[config.mk]
export PLATFORM = sky130hd
export DESIGN_NAME = if_prefetch_buffer
export DESIGN_NICKNAME = d
export VERILOG_FILES = /design/src/rtl/if_pkg.sv /design/src/rtl/fetch_fifo.sv /design/src/rtl/if_prefetch_buffer.sv
export SDC_FILE = /design/constraint.sdc
export NUM_CORES = 1
export LEC_CHECK = 0
export ABC_AREA = 1
export BUFFER_PORTS_ARGS = -buffer_cell sky130_fd_sc_hd__buf_2
export CAP_MARGIN = 20
export CORE_ASPECT_RATIO = 0.5
export CORE_MARGIN = 3
export CORE_UTILIZATION = 50
export DETAILED_ROUTE_END_ITERATION = 8
export PLACE_DENSITY = 0.78
export SLEW_MARGIN = 40
export SYNTH_ARGS = -nofsm -noshare
export SYNTH_HDL_FRONTEND = slang
export SYNTH_HIERARCHICAL = 1
export SYNTH_SLANG_ARGS = --single-unit
[constraint.sdc]
create_clock -name clk -period 5.8 [get_ports clk]
set_input_delay 0.58 -clock clk [delete_from_list [all_inputs] [get_ports clk]]
set_output_delay 0.58 -clock clk [all_outputs]
set_load 0.02 [all_outputs]
[src/rtl/if_pkg.sv]
// Shared types for the instruction-fetch prefetch path.
package if_pkg;
    localparam int unsigned INST_BYTES = 4;

    typedef struct packed {
        logic [31:0] pc;
        logic [31:0] inst;
    } fetch_entry_t;
endpackage

[src/rtl/fetch_fifo.sv]
// Synchronous FIFO of fetch entries: registered storage, no bypass, flush clears pointers.
module fetch_fifo
    import if_pkg::*;
#(
    parameter int unsigned DEPTH = 4
) (
    input  logic                     clk,
    input  logic                     rst,
    input  logic                     flush_i,
    input  logic                     push_i,
    input  logic                     pop_i,
    input  fetch_entry_t             din_i,
    output fetch_entry_t             dout_o,
    output logic [$clog2(DEPTH):0]   count_o,
    output logic                     full_o,
    output logic                     empty_o
);
    localparam int unsigned PW = $clog2(DEPTH);

    fetch_entry_t  mem_q [DEPTH];
    logic [PW-1:0] wr_ptr_q, rd_ptr_q;
    logic [PW:0]   count_q;
    logic          do_push, do_pop;

    assign full_o  = (count_q == (PW+1)'(DEPTH));
    assign empty_o = (count_q == '0);
    assign count_o = count_q;
    assign dout_o  = mem_q[rd_ptr_q];
    assign do_pop  = pop_i & ~empty_o;
    assign do_push = push_i & (~full_o | do_pop);

    // Storage carries no reset; only pointers and count define validity.
    always_ff @(posedge clk) begin
        if (rst && !flush_i && do_push) begin
            mem_q[wr_ptr_q] <= din_i;
        end
    end

    always_ff @(posedge clk) begin
        if (!rst || flush_i) begin
            wr_ptr_q <= '0;
            rd_ptr_q <= '0;
            count_q  <= '0;
        end else begin
            if (do_push) wr_ptr_q <= wr_ptr_q + PW'(1);
            if (do_pop)  rd_ptr_q <= rd_ptr_q + PW'(1);
            case ({do_push, do_pop})
                2'b10:   count_q <= count_q + (PW+1)'(1);
                2'b01:   count_q <= count_q - (PW+1)'(1);
                default: count_q <= count_q;
            endcase
        end
    end
endmodule

[src/rtl/if_prefetch_buffer.sv]
// Instruction prefetch queue: sequential fetch issue, in-order response capture, redirect flush.
module if_prefetch_buffer
    import if_pkg::*;
#(
    parameter int unsigned DEPTH    = 4,
    parameter logic [31:0] RESET_PC = 32'h0
) (
    input  logic        clk,
    input  logic        rst,
    input  logic        redirect_valid,
    input  logic [31:0] redirect_pc,
    output logic        imem_req,
    output logic [31:0] imem_addr,
    input  logic        imem_gnt,
    input  logic        imem_rvalid,
    input  logic [31:0] imem_rdata,
    output logic        if_valid,
    output logic [31:0] if_pc,
    output logic [31:0] if_npc,
    output logic [31:0] if_inst,
    input  logic        if_ready
);
    localparam int unsigned CW = $clog2(DEPTH) + 1;

    logic [31:0]  fetch_pc_q, fetch_pc_d, resp_pc_q, resp_pc_d;
    logic [CW-1:0] outstanding_q, outstanding_d, discard_q, discard_d;
    logic [CW-1:0] count;
    logic [CW:0]   inflight;
    logic [31:0]   redirect_base;
    logic          issue, drop, push, pop, fifo_empty, fifo_full;
    fetch_entry_t  push_entry, head;

    assign redirect_base = {redirect_pc[31:2], 2'b00};
    assign inflight      = {1'b0, count} + {1'b0, outstanding_q};
    // Requests are only made when every granted word is guaranteed a queue slot.
    assign imem_req  = rst & ~redirect_valid & ~fifo_full & (inflight < (CW+1)'(DEPTH));
    assign imem_addr = fetch_pc_q;
    assign issue     = imem_req & imem_gnt;
    assign drop      = (discard_q != '0);
    assign push      = imem_rvalid & ~drop & ~redirect_valid;
    assign pop       = ~fifo_empty & if_ready & ~redirect_valid;
    assign push_entry = '{pc: resp_pc_q, inst: imem_rdata};

    fetch_fifo #(.DEPTH(DEPTH)) u_fifo (
        .clk     (clk),
        .rst     (rst),
        .flush_i (redirect_valid),
        .push_i  (push),
        .pop_i   (pop),
        .din_i   (push_entry),
        .dout_o  (head),
        .count_o (count),
        .full_o  (fifo_full),
        .empty_o (fifo_empty)
    );

    always_comb begin
        fetch_pc_d    = fetch_pc_q;
        resp_pc_d     = resp_pc_q;
        outstanding_d = outstanding_q;
        discard_d     = discard_q;
        if (redirect_valid) begin
            fetch_pc_d    = redirect_base;
            resp_pc_d     = redirect_base;
            outstanding_d = outstanding_q - CW'(imem_rvalid);
            // Everything still in flight after this cycle belongs to the abandoned stream.
            discard_d     = outstanding_d;
        end else begin
            if (issue) fetch_pc_d = fetch_pc_q + 32'(INST_BYTES);
            if (push)  resp_pc_d  = resp_pc_q + 32'(INST_BYTES);
            outstanding_d = outstanding_q + CW'(issue) - CW'(imem_rvalid);
            if (imem_rvalid && drop) discard_d = discard_q - CW'(1);
        end
    end

    always_ff @(posedge clk) begin
        if (!rst) begin
            fetch_pc_q    <= RESET_PC;
            resp_pc_q     <= RESET_PC;
            outstanding_q <= '0;
            discard_q     <= '0;
        end else begin
            fetch_pc_q    <= fetch_pc_d;
            resp_pc_q     <= resp_pc_d;
            outstanding_q <= outstanding_d;
            discard_q     <= discard_d;
        end
    end

    assign if_valid = ~fifo_empty;
    assign if_pc    = fifo_empty ? 32'h0 : head.pc;
    assign if_npc   = fifo_empty ? 32'h0 : head.pc + 32'(INST_BYTES);
    assign if_inst  = fifo_empty ? 32'h0 : head.inst;
endmodule

==> metrics.yaml <==
run_status: "completed"
tritoncts_clock_tree: "yes"
power-per-cell-area_nw_per_um2: 266
number_of_global_route_vias_before_repair: 12115
synth_flop_cell: "edfxtp_1"
endpoint_kind: "output port"
numPortBuffers: 195
cpPeakStageDelay_ps: 530
global_route_wire_length_before_repair_um: 64200
design.core.area_um2: 31000
drt_wl_total_um: 41000
die_area_um2: 34500
critical-path-top-cell-by-count: "nand2_1"
critPathRequiredTime_ps: 5220
tritoncts.num_buffers: 28
fp-row-count: 45
worst_case_vdd_ir_drop_uv: 188
synth-async-reset-ratio: 0
tightestPinTransition_ps: 769
clock_insertion_delay_worst_skew_ps: 550
crit_path_cell_trace: "inv_2 > buf_4 > o21ai_1 > o22ai_1 > nand2_1 > nor2_1 > nand2_1 > inv_1 > nand2_1 > nor2_2 > nor2_1 > nor3_1 > buf_2"
multi_input_combinational_cell_area_um2: 5710
routed-via-count: 13099
synth.distinct_cells: 42
remaining_drc_errors: 0
postCtsSetupBuffers: 0
cts-root-to-sink-buffers: 3
crit_buf_inv: 4
area_growth_pct: 13.1
critical_path_class: "reg2out"
ant_nets: 0
final_skew_ps: 16.3
ff2ff_setup_slack_ps: 2630
maximum_number_of_pins_on_one_net_before_global_route_repair: 86
clock_sinks: 331
syn_area_per_cell_um2: 8.81
design.final.nets: 2085
final_util: 0.587
wire_per_inst_um: 16.8
number_of_max_cap_violations: 0
die_y_extent_um: 133
cts_repair_resize_count: 0
worst_hold_path_type: "in2reg"
drt_pre_antenna_iters: 6
register_area_um2: 9190
cpMaxStageDelayCell: "dfxtp_2"
syn-instance-count: 1825
gr-total-overflow: 0
synth-seq-area-share: 0.572
edff_count_synth: 256
post-layout-total-power_mw: 4.84
critical_path.top_delay_family: "buffers and inverters"
timing.final.crit_period_ps: 4600
critical_path_peak_fanout: 33
avg_vias_per_cell: 5.36
dp.final_hpwl_um: 27000
tns_ps: 0
min_period_over_period: 0.794
count_of_warnings_emitted_by_yosys: 6
cts-root-buf: "clkbuf_16"
netlist_area_um2: 16100
routabilityCongestion: 0.940
finalMaxSlewViolations: 0
final-hold-violation-count: 0
final_layout_size_suffix_gt1_frac: 0.140
p_leak_nw: 7.42
setup.worst_path.start_class: "flop"
dieWidth_um: 260
max-slew-margin-rel: 0.487
fmaxAchievable_mhz: 217
stdcell_count: 2444
finalSetupViolations: 0
h-tree-depth: 1
numPlacedInstances: 2391
timing.critical_path.arrival_ps: 4020
synth.ff_latch_count: 331
antenna_found_initial: 1
cts-hold-fix-buffers: 0
first_iter_violations: 980
filler_cell_count: 2708
clk_transition_reported_paths_ps: 70
grt_total_usage: 0.233
initial_utilization: 0.519
rsz0062_at_grt: "no"
floorplan.io_pins: 200
-- final timing paths --
kind                                    from                            end  cells after the start
max reg2reg   u_fifo/count_o[2]$_SDFFE_PP0P_  u_fifo/mem_q[3][16]$_DFFE_PP_                     13
max                                     flop                     if_npc[16]                     13
min                            imem_rdata[0]   u_fifo/mem_q[3][0]$_DFFE_PP_                      1
min reg2reg  u_fifo/rd_ptr_q[1]$_SDFFE_PP0N_                           flop                      1
-- power by group --
part / leakage [nW] / switching [mW] / internal, mW
combinational: 4.05 / 0.254 / 0.120
sequential: 2.95 / 0.0657 / 2.60
clock: 0.416 / 0.847 / 0.959
-- synthesized netlist by cell type, types with 3 or more instances --
| library cell | instances | area, um^2 |
|---|---|---|
| o21ai_1 | 58 | 290 |
| nand4_1 | 10 | 62.6 |
| clkbuf_1 | 35 | 131 |
| nand2_4 | 4 | 45.0 |
| ha_1 | 15 | 188 |
| inv_2 | 4 | 15.0 |
| nand3_1 | 88 | 440 |
| clkbuf_2 | 3 | 15.0 |
| and2_1 | 3 | 18.8 |
| xor2_1 | 17 | 149 |
| buf_4 | 12 | 90.1 |
| nor2_2 | 5 | 31.3 |
| nor2_1 | 363 | 1360 |
| nor3_1 | 25 | 125 |
| nand2_2 | 3 | 18.8 |
| a21boi_0 | 3 | 22.5 |
| clkinv_1 | 3 | 11.3 |
| dfxtp_1 | 75 | 1500 |
| xnor2_1 | 6 | 52.6 |
| or2_2 | 3 | 18.8 |
| a21oi_1 | 75 | 375 |
| o22ai_1 | 65 | 407 |
| buf_2 | 9 | 45.0 |
| o21ai_0 | 116 | 581 |
| edfxtp_1 | 256 | 7690 |
| nand2_1 | 333 | 1250 |
| buf_6 | 16 | 180 |
| inv_1 | 196 | 736 |
| a31oi_1 | 5 | 31.3 |
-- per-layer routing --
layer  part of all wire  track usage  vias to the layer above
li1                   -            -                     6431
met5                  0            0                        -
met2               0.48        0.402                      468
met1               0.42        0.308                     6120
met3              0.063       0.0329                       80
met4              0.029       0.0721                        0
-- layout by cell type, fill, tap and decap left out, types with 4 or more instances in the layout --
| cell | synthesis | routed |
|---|---|---|
| nand2_1 | 333 | 333 |
| buf_2 | 9 | 195 |
| edfxtp_1 | 256 | 256 |
| buf_6 | 16 | 5 |
| o22ai_1 | 65 | 65 |
| nand3_1 | 88 | 88 |
| dfxtp_1 | 75 | 73 |
| nand4_1 | 10 | 10 |
| xnor2_1 | 6 | 6 |
| a31oi_1 | 5 | 5 |
| o21ai_0 | 116 | 116 |
| clkinv_1 | 3 | 10 |
| buf_4 | 12 | 10 |
| o21ai_1 | 58 | 58 |
| inv_2 | 4 | 5 |
| a21oi_1 | 75 | 75 |
| nor2_1 | 363 | 359 |
| clkinv_2 | 0 | 6 |
| nand2_4 | 4 | 4 |
| nor2_2 | 5 | 5 |
| ha_1 | 15 | 15 |
| nor3_1 | 25 | 25 |
| inv_1 | 196 | 195 |
| nor2_4 | 1 | 5 |
| xor2_1 | 17 | 17 |
| conb_1 | 1 | 10 |
| clkbuf_16 | 0 | 29 |
-- cell families after synthesis --
group / after synthesis / share of synthesized area
XOR/XNOR: 23 / 0.0125
flip-flops: 331 / 0.572
AND/OR/NAND/NOR: 843 / 0.215
other: 1 / 0.000233
AO/OA/AOI/OAI: 330 / 0.110
adder cells (fa/ha/maj): 17 / 0.0142
buffers and inverters: 280 / 0.0768
-- final cells by class --
type,instances,area share
diodes,1,0.000138
repair buffers,210,0.0609
clock buffers,32,0.0405
inverters,204,0.0423
flip-flops and latches,331,0.506
multi-input cells,1223,0.314
clock inverters,20,0.00716
well taps,423,0.0291
-- registers in the layout (all words and copies together), names as in the netlist, named ones only --
| register | flops |
|---|---|
| discard_q | 3 |
| imem_addr | 30 |
| u_fifo/rd_ptr_q | 2 |
| u_fifo/mem_q | 256 |
| u_fifo/wr_ptr_q | 2 |
| resp_pc_q | 30 |
| u_fifo/count_o | 3 |
| outstanding_q | 3 |
-- per-stage QoR --
| step | cell area, um^2 | hold slack, ps | setup WS, ps |
|---|---|---|---|
| 6_report | 18200 | 244 | 1200 |
| 2_1_floorplan | 16100 | 418 | 892 |
| 3_5_place_dp | 17300 | 425 | 1830 |
| 4_1_cts | 18200 | 222 | 1230 |
| 3_3_place_gp | 17300 | 437 | 1810 |
| 5_1_grt | 18200 | 230 | 905 |
(Power assumes the default switching activity.)
